==> config.mk <==
export PLATFORM = sky130hd
export DESIGN_NAME = pc_unit_ras
export DESIGN_NICKNAME = d
export VERILOG_FILES = /design/src/rtl/pc_unit_ras.sv
export SDC_FILE = /design/constraint.sdc
export NUM_CORES = 1
export LEC_CHECK = 0
export ABC_AREA = 0
export CAP_MARGIN = 20
export CORE_ASPECT_RATIO = 1.25
export CORE_MARGIN = 2
export CORE_UTILIZATION = 53
export CTS_CLUSTER_SIZE = 14
export DETAILED_ROUTE_END_ITERATION = 12
export PLACE_DENSITY = 0.88
export SLEW_MARGIN = 30
export SYNTH_ARGS = -nofsm -noshare
export SYNTH_HDL_FRONTEND = slang
export SYNTH_SLANG_ARGS = --single-unit
==> constraint.sdc <==
create_clock -name clk -period 3.4 [get_ports clk]
set_input_delay 0.51 -clock clk [delete_from_list [all_inputs] [get_ports clk]]
set_output_delay 0.51 -clock clk [all_outputs]
set_load 0.02 [all_outputs]
==> src/rtl/pc_unit_ras.sv <==
// Program-counter unit: clear/hold/increment/jump/branch plus call/return.
// Define PC_RAS_EN to build the circular return-address stack; otherwise RET returns to link_o.
module pc_unit_ras #(
    parameter int unsigned       WIDTH        = 32,
    parameter int unsigned       STEP         = 4,
    parameter int unsigned       RAS_DEPTH    = 4,
    parameter logic [WIDTH-1:0]  RESET_VECTOR = '0
) (
    input  logic                               clk,
    input  logic                               reset,
    input  logic                               en,
    input  logic [2:0]                         op_i,
    input  logic [WIDTH-1:0]                   target_i,
    output logic [WIDTH-1:0]                   pc_o,
    output logic [WIDTH-1:0]                   link_o,
    output logic [$clog2(RAS_DEPTH+1)-1:0]     ras_count_o,
    output logic                               ras_full_o,
    output logic                               ras_empty_o,
    output logic                               ras_err_o
);

    localparam int unsigned CW = $clog2(RAS_DEPTH + 1);

    typedef enum logic [2:0] {
        OP_CLEAR  = 3'b000,
        OP_HOLD   = 3'b001,
        OP_INC    = 3'b010,
        OP_JUMP   = 3'b011,
        OP_BRANCH = 3'b100,
        OP_CALL   = 3'b101,
        OP_RET    = 3'b110,
        OP_RSVD   = 3'b111
    } op_e;

    function automatic logic [WIDTH-1:0] wrap_add(input logic [WIDTH-1:0] base,
                                                  input logic signed [WIDTH-1:0] delta);
        return base + $unsigned(delta);
    endfunction

    op_e                      op;
    logic [WIDTH-1:0]         pc_p0;
    logic [WIDTH-1:0]         link_p0;
    logic [WIDTH-1:0]         pc_nxt;
    logic [WIDTH-1:0]         link_nxt;
    logic [WIDTH-1:0]         seq_pc;
    logic signed [WIDTH-1:0]  offset;

    assign op     = op_e'(op_i);
    assign offset = $signed(target_i);
    assign seq_pc = wrap_add(pc_p0, $signed(WIDTH'(STEP)));

`ifdef PC_RAS_EN
    localparam int unsigned PW = $clog2(RAS_DEPTH);

    logic [WIDTH-1:0] ras_mem [RAS_DEPTH];
    logic [PW-1:0]    wptr_p0;
    logic [PW-1:0]    top_idx;
    logic [PW-1:0]    wptr_inc;
    logic [CW-1:0]    count_p0;
    logic             err_p0;
    logic             full;
    logic             empty;
    logic             push;
    logic             pop;
    logic             flush;
    logic             err_set;

    assign full     = (count_p0 == CW'(RAS_DEPTH));
    assign empty    = (count_p0 == '0);
    assign top_idx  = (wptr_p0 == '0) ? PW'(RAS_DEPTH - 1) : wptr_p0 - PW'(1);
    assign wptr_inc = (wptr_p0 == PW'(RAS_DEPTH - 1)) ? '0 : wptr_p0 + PW'(1);
`endif

    always_comb begin
        pc_nxt   = pc_p0;
        link_nxt = link_p0;
`ifdef PC_RAS_EN
        push     = 1'b0;
        pop      = 1'b0;
        flush    = 1'b0;
        err_set  = 1'b0;
`endif
        case (op)
            OP_CLEAR: begin
                pc_nxt   = RESET_VECTOR;
                link_nxt = '0;
`ifdef PC_RAS_EN
                flush    = 1'b1;
`endif
            end
            OP_INC:    pc_nxt = seq_pc;
            OP_JUMP: begin
                link_nxt = seq_pc;
                pc_nxt   = target_i;
            end
            OP_BRANCH: pc_nxt = wrap_add(pc_p0, offset);
            OP_CALL: begin
                link_nxt = seq_pc;
                pc_nxt   = target_i;
`ifdef PC_RAS_EN
                push     = 1'b1;
                err_set  = full;
`endif
            end
            OP_RET: begin
`ifdef PC_RAS_EN
                // Underflow falls through to a sequential advance and flags the error.
                if (empty) begin
                    pc_nxt  = seq_pc;
                    err_set = 1'b1;
                end else begin
                    pc_nxt  = ras_mem[top_idx];
                    pop     = 1'b1;
                end
`else
                pc_nxt = link_p0;
`endif
            end
            default: ;
        endcase
    end

    // Stage p0: architectural PC and link registers
    always_ff @(posedge clk) begin
        if (!reset) begin
            pc_p0   <= RESET_VECTOR;
            link_p0 <= '0;
        end else if (en) begin
            pc_p0   <= pc_nxt;
            link_p0 <= link_nxt;
        end
    end

`ifdef PC_RAS_EN
    // Stage p0: stack pointer, occupancy and sticky error
    always_ff @(posedge clk) begin
        if (!reset) begin
            wptr_p0  <= '0;
            count_p0 <= '0;
            err_p0   <= 1'b0;
        end else if (en) begin
            if (flush) begin
                wptr_p0  <= '0;
                count_p0 <= '0;
                err_p0   <= 1'b0;
            end else begin
                if (push) begin
                    wptr_p0 <= wptr_inc;
                    if (!full) count_p0 <= count_p0 + CW'(1);
                end else if (pop) begin
                    wptr_p0  <= top_idx;
                    count_p0 <= count_p0 - CW'(1);
                end
                if (err_set) err_p0 <= 1'b1;
            end
        end
    end

    // A push while full lands on the oldest slot, giving the circular overwrite for free.
    always_ff @(posedge clk) begin
        if (reset && en && push) ras_mem[wptr_p0] <= seq_pc;
    end

    assign ras_count_o = count_p0;
    assign ras_full_o  = full;
    assign ras_empty_o = empty;
    assign ras_err_o   = err_p0;
`else
    assign ras_count_o = '0;
    assign ras_full_o  = 1'b0;
    assign ras_empty_o = 1'b1;
    assign ras_err_o   = 1'b0;
`endif

    assign pc_o   = pc_p0;
    assign link_o = link_p0;

endmodule
==> results of run 1 <==
-- cell usage in the layout (no fill, tap or decap), types with 9 or more instances in the layout --
| cell | count |
|---|---|
| buf_4 | 36 |
| clkbuf_16 | 9 |
| ha_1 | 32 |
| xnor2_1 | 25 |
| nand3_1 | 32 |
| and3_1 | 12 |
| and2_1 | 11 |
| a21oi_1 | 62 |
| nand4_1 | 14 |
| nor2b_1 | 9 |
| nand2_1 | 69 |
| nor2_1 | 69 |
| a22oi_1 | 27 |
| a222oi_1 | 13 |
| dfxtp_1 | 64 |
| a21o_1 | 12 |
| xor2_1 | 28 |
| inv_1 | 16 |
| nor3_1 | 15 |
| o21ai_0 | 44 |
| clkdlybuf4s50_1 | 101 |
-- sequential cells by signal, summed over array words and instances, names as in the netlist --
register,flops
pc_o,32
link_o,32
-- layout make-up --
class                   count  area (µm²)  share of cell area
well taps                 129         161              0.0233
clock inverters             6        60.1             0.00865
flip-flops and latches     64        1280               0.185
repair buffers            137        1280               0.185
inverters                  16        60.1             0.00865
multi-input cells         593        3870               0.557
clock buffers              10         229              0.0330
-- worst paths after layout --
path / from / end / slack (ps)
worst max-delay path: target_i[0] / pc_o[18]$_SDFFE_PN0P_ / 170
worst min register to register: link_o[1]$_SDFFE_PN0P_ / link_o[1]$_SDFFE_PN0P_ / 480
worst min-delay path: link_o[1]$_SDFFE_PN0P_ / link_o[1]$_SDFFE_PN0P_ / 480
worst max register to register: pc_o[0]$_SDFFE_PN0P_ / pc_o[18]$_SDFFE_PN0P_ / 450
-- worst reg2reg max path, cell delays in order, from the launching register on --
cell       delay (ps)
dfxtp_1           370
ha_1              190
inv_1              60
fa_1              400
nand2b_1          180
a21oi_1           240
o2111ai_1         280
o31ai_2           340
buf_4             180
nand2_1            60
xnor2_1           120
a222oi_1          260
o21ai_0           150
-- metal layers --
| layer | vias up | track usage | share of wire |
|---|---|---|---|
| met2 | 439 | 0.594 | 0.48 |
| met5 | - | 0 | 0 |
| li1 | 2867 | - | - |
| met3 | 95 | 0.0429 | 0.090 |
| met4 | 0 | 0.233 | 0.057 |
| met1 | 2982 | 0.418 | 0.37 |
-- power breakdown --
| group | switching, mW | internal [mW] |
|---|---|---|
| logic | 0.342 | 0.243 |
| clock network | 0.363 | 0.563 |
| registers | 0.0359 | 0.769 |
| total | 0.742 | 1.57 |
-- synthesized netlist by cell type (all sizes together) (3+ instances only) --
library cell  number
nor2              70
nand2             69
a21oi             64
dfxtp             64
o21ai             47
clkbuf            38
nand3             33
ha                32
xor2              29
a22oi             28
xnor2             25
buf               17
inv               16
nor3              15
nand4             14
a222oi            13
a21o              12
and3              12
and2              11
nor2b              9
a221oi             8
a31oi              8
a211oi             7
nand2b             7
mux2i              6
o31ai              6
nor4               5
o22ai              5
a221o              4
a32oi              4
mux2               4
o211ai             4
o21bai             4
a21boi             3
o2111ai            3
or4                3
-- stage by stage --
| step | worst slack (ps) | total power, mW | cells | setup TNS [ps] |
|---|---|---|---|---|
| 2_1_floorplan | 688 | 1.17 | 728 | 0 |
| 3_3_place_gp | -14.6 | 1.37 | 939 | -23.5 |
| 3_5_place_dp | -74.4 | 1.39 | 939 | -218 |
| 4_1_cts | 264 | 2.31 | 955 | 0 |
| 5_1_grt | 52.9 | 2.39 | 955 | 0 |
| 6_report | 174 | 2.32 | 955 | 0 |
-- cell families (layout without fill, tap and decap cells) --
group	Yosys count	after routing
other	2	6
DFF	64	64
adders and majority gates	33	33
and+or+nand+nor	252	252
xor gates and xnor gates	54	54
buffers and inverters	71	169
muxes	10	10
AOI/OAI and AO/OA	238	238
==> impl_metrics.env, run 1 <==
export IMPL_status="completed"
export IMPL_max_vdd_ir_drop_mv=0.238
export IMPL_clockBufferDepth=2
export IMPL_drtPass1Iterations=8
export IMPL_via_count=6383
export IMPL_tightest_slew_ps=759
export IMPL_insertion_delay_ps=340
export IMPL_max_slew_margin=0.490
export IMPL_wl_um=19700
export IMPL_cp_max_fo=3
export IMPL_holdWs_ps=476
export IMPL_max_stage_delay_ps=490
export IMPL_min_period_ps=3230
export IMPL_synth_enable_flop_cells=0
export IMPL_ios=108
export IMPL_place_congestion=1.04
export IMPL_grt_usage=0.351
export IMPL_synth_top_family_by_area="compound AO/OA/AOI/OAI gates"
export IMPL_final_util=0.690
export IMPL_start_util=0.540
export IMPL_synth_cell_types=70
export IMPL_cts_buffers=9
export IMPL_cp_slowest_cell="clkdlybuf4s50_1"
export IMPL_drive_gt1_frac=0.0872
export IMPL_place_area_um2=6650
export IMPL_path_class="in -> reg"
export IMPL_fin_skew_ps=7.46
export IMPL_worstPathBufferInverterCount=3
export IMPL_finalHoldViolCount=0
export IMPL_synth_flop_cell="dfxtp_1"
export IMPL_cts_tree="done"
export IMPL_powerDensity_nw_per_um2=334
export IMPL_fmax_ghz=0.310
export IMPL_synthAdderAreaFrac=0.0774
export IMPL_yosys_warnings=0
export IMPL_synth_area_um2=5430
export IMPL_synth_xor_area_share=0.0885
export IMPL_crit_cells=13
export IMPL_port_buffers=101
export IMPL_overflow=0
export IMPL_fp_coreArea_um2=10100
export IMPL_r2r_cells=12
export IMPL_grt_pass1_vias=6153
export IMPL_ant_nets=0
export IMPL_setup_viol=0
export IMPL_dpl_hpwl_um=14700
export IMPL_path_clk_slew_ps=50
export IMPL_power_leakage_nw=2.68
export IMPL_cts_max_level=3
export IMPL_ys_seq_elements=64
export IMPL_die_area_um2=11100
export IMPL_netlist_top_cells_area="dfxtp_1, ha_1, a21oi_1, nand2_1, nor2_1"
export IMPL_yosysSeqAreaShare=0.236
export IMPL_grt_max_degree=37
export IMPL_critPathLaunchType="primary input"
export IMPL_cts_hold_buf=0
export IMPL_crit_chain="clkdlybuf4s50_1 > ha_1 > inv_1 > fa_1 > nand2b_1 > a21oi_1 > o2111ai_1 > o31ai_2 > buf_4 > nand2_1 > xnor2_1 > a222oi_1 > o21ai_0"
export IMPL_min_period_over_period=0.949
export IMPL_synth_compound_area_frac=0.302
export IMPL_fillCellCount=853
export IMPL_muxShareOfSynthArea=0.0194
export IMPL_cp_data_required_time_ps=3600
export IMPL_avgSynthCellArea_um2=7.50
export IMPL_synth_simple_gate_area_frac=0.220
export IMPL_grt_first_pass_wirelength_um=30300
export IMPL_rsz0062_at_grt="no"
export IMPL_cts_setup_buffers=0
export IMPL_cts_sinks=64
export IMPL_root_buffer="clkbuf_16"
export IMPL_syn_inst=724
export IMPL_drtIter0Drc=594
export IMPL_die_w_um=94.5
export IMPL_rows=41
export IMPL_antennaDiodeCount=0
export IMPL_grt_antenna_before_repair=0
export IMPL_die_h_um=117
export IMPL_hold_path_class="reg -> reg"
export IMPL_synth_top_area_frac=0.236
export IMPL_hold_depth=2
export IMPL_via_per_inst=6.68
export IMPL_arrival_ps=3430
export IMPL_end_kind="flop"
export IMPL_syn2layout_area_growth_pct=27.8
export IMPL_slew_violations=0
export IMPL_cts_resized=0
export IMPL_final_cell_area_um2=6940
export IMPL_max_cap_viol_count=0
export IMPL_async_flop_share=0
export IMPL_cp_top_family="compound AO/OA/AOI/OAI gates"
export IMPL_remaining_drc_errors=0
export IMPL_finalNetCount=892
export IMPL_detail_route_wl_per_cell_um=20.6
export IMPL_synth_largest_area_cell="dfxtp_1"
No activity file was read; power rests on OpenSTA's default activity.
==> inputs of run 2 (changes only) <==
==> constraint.sdc (replaced) <==
create_clock -name clk -period 3.4 [get_ports clk]
set_input_delay 1.02 -clock clk [delete_from_list [all_inputs] [get_ports clk]]
set_output_delay 1.02 -clock clk [all_outputs]
set_load 0.02 [all_outputs]
==> impl_metrics.env, run 2 (same netlist as run 1, synthesis figures left out) <==
export IMPL_status="completed"
export IMPL_hold_path_class="reg -> reg"
export IMPL_grt_max_degree=37
export IMPL_clkPwrFrac=0.405
export IMPL_path_clk_slew_ps=60
export IMPL_cp_data_required_time_ps=3690
export IMPL_finalNetCount=984
export IMPL_clockBufferDepth=2
export IMPL_r2r_slack_ps=420
export IMPL_remaining_drc_errors=0
export IMPL_fp_coreArea_um2=10100
export IMPL_critPathLaunchType="primary input"
export IMPL_root_buffer="clkbuf_16"
export IMPL_powerDensity_nw_per_um2=327
export IMPL_r2r_cells=9
export IMPL_cts_hold_buf=0
export IMPL_ant_nets=0
export IMPL_worstSetupStartpoint="target_i[25]"
export IMPL_power_switching_mw=0.821
export IMPL_wl_um=22600
export IMPL_rr_startpoint="pc_o[2]$_SDFFE_PN0P_"
export IMPL_die_h_um=117
export IMPL_slew_violations=0
export IMPL_path_class="in -> reg"
export IMPL_seqPwrFrac=0.312
export IMPL_fillCellCount=719
export IMPL_intPower_mw=1.77
export IMPL_cts_max_level=3
export IMPL_die_w_um=94.5
export IMPL_dpl_hpwl_um=16300
export IMPL_syn2layout_area_growth_pct=46.0
export IMPL_max_stage_delay_ps=560
export IMPL_drtPass1Iterations=7
export IMPL_min_period_over_period=0.976
export IMPL_fmax_ghz=0.301
export IMPL_insertion_delay_ps=340
export IMPL_rows=41
export IMPL_overflow=0
export IMPL_final_common_cell="buf_4"
export IMPL_via_per_inst=6.53
export IMPL_tightest_slew_ps=754
export IMPL_cts_buffers=9
export IMPL_end_kind="flop"
export IMPL_die_area_um2=11100
export IMPL_fin_skew_ps=10.6
export IMPL_antennaDiodeCount=0
export IMPL_grt_usage=0.387
export IMPL_finalHoldViolCount=0
export IMPL_max_vdd_ir_drop_mv=0.238
export IMPL_drtIter0Drc=788
export IMPL_place_congestion=1.03
export IMPL_holdWs_ps=485
export IMPL_grt_pass1_vias=6396
export IMPL_drive_gt1_frac=0.206
export IMPL_grt_antenna_before_repair=0
export IMPL_detail_route_wl_per_cell_um=21.6
export IMPL_arrival_ps=3610
export IMPL_cts_sinks=64
export IMPL_cts_tree="done"
export IMPL_rr_endpoint="pc_o[26]$_SDFFE_PN0P_"
export IMPL_cp_slowest_cell="or4_4"
export IMPL_setup_viol=0
export IMPL_via_count=6840
export IMPL_port_buffers=101
export IMPL_max_slew_margin=0.494
export IMPL_ios=108
export IMPL_grt_first_pass_wirelength_um=32900
export IMPL_combPwrFrac=0.284
export IMPL_min_period_ps=3320
export IMPL_power_leakage_nw=3.25
export IMPL_swShare=0.317
export IMPL_setup_worst_path_end="pc_o[31]$_SDFFE_PN0P_"
export IMPL_hold_depth=2
export IMPL_start_util=0.540
export IMPL_crit_top_cell="nand3_1"
export IMPL_max_cap_viol_count=0
export IMPL_crit_chain="clkdlybuf4s50_1 > ha_1 > buf_4 > nand3_1 > nor2_2 > nand3_1 > or4_4 > a31oi_4 > mux2_4 > nand2_1"
export IMPL_layout_common_cells="buf_4, clkdlybuf4s50_1, nand2_1, nor2_1, dfxtp_1"
export IMPL_p_total_mw=2.59
export IMPL_cp_max_fo=9
[run 2: cell types whose count changed in the layout (fill, tap and decap cells not counted), sizes merged]
cell,previous run,this run
buf,36,128
bufinv,1,2
clkdlybuf4s50,101,92
clkinvlp,2,0
dlymetal6s2s,0,9
inv,16,17
[run 2: routing by layer]
layer,global-route usage,routed length [µm]
met1,0.479,8470
met2,0.660,10900
met3,0.0493,2080
met4,0.204,1150
met5,0,0
[run 2: metrics by stage]
step	worst slack [ps]	instances	util	instance area [µm²]	TNS, ps
2_1_floorplan	191	728	-	5440	0
3_3_place_gp	-579	1025	0.727	7310	-7850
3_5_place_dp	-677	1025	0.727	7310	-9240
4_1_cts	1.24	1042	0.768	7720	0
5_1_grt	-3.35	1047	0.788	7930	-3.35
6_report	81.1	1047	0.788	7930	0
[run 2: critical path, delay by kind of cell]
family                   cells  cell delay, ps
buffers and inverters        2             630
AND/OR/NAND/NOR              5            1050
AO/OA/AOI/OAI                1             230
adder cells (fa/ha/maj)      1             350
multiplexers                 1             320
[run 2: how the worst min path moves through the flow]
stage	startpoint	endpoint	slack [ps]
after floorplan	link_o[0]$_SDFFE_PN0P_	link_o[0]$_SDFFE_PN0P_	540
after global placement	link_o[0]$_SDFFE_PN0P_	link_o[0]$_SDFFE_PN0P_	460
after detailed placement	link_o[1]$_SDFFE_PN0P_	link_o[1]$_SDFFE_PN0P_	470
after CTS	link_o[1]$_SDFFE_PN0P_	link_o[1]$_SDFFE_PN0P_	480
after global routing	link_o[8]$_SDFFE_PN0P_	link_o[8]$_SDFFE_PN0P_	510
final	link_o[3]$_SDFFE_PN0P_	link_o[3]$_SDFFE_PN0P_	490
[run 2: final cells by class]
cell class                      count  area (µm²)  share of cell area
Clock buffer                       10         239              0.0301
Clock inverter                      6        91.3              0.0115
Inverter                           16        60.1             0.00758
Multi-Input combinational cell    593        4090               0.516
Sequential cell                    64        1280               0.162
Tap cell                          129         161              0.0204
Timing Repair Buffer              229        2010               0.253
[run 2: power by group through the flow]
stage	Sequential [mW]	Clock [mW]	Combinational, mW
6_report	0.808	1.05	0.735
5_1_grt	0.810	1.07	0.779
4_1_cts	0.803	1.04	0.683
3_5_place_dp	0.819	0	0.665
3_3_place_gp	0.818	0	0.651
2_1_floorplan	0.831	0	0.339
[run 2: timing repair]
action	CTS	global route
buffers inserted	1	5
pin swaps	8	23
resized for setup	15	30
endpoints found under the setup margin	11	15
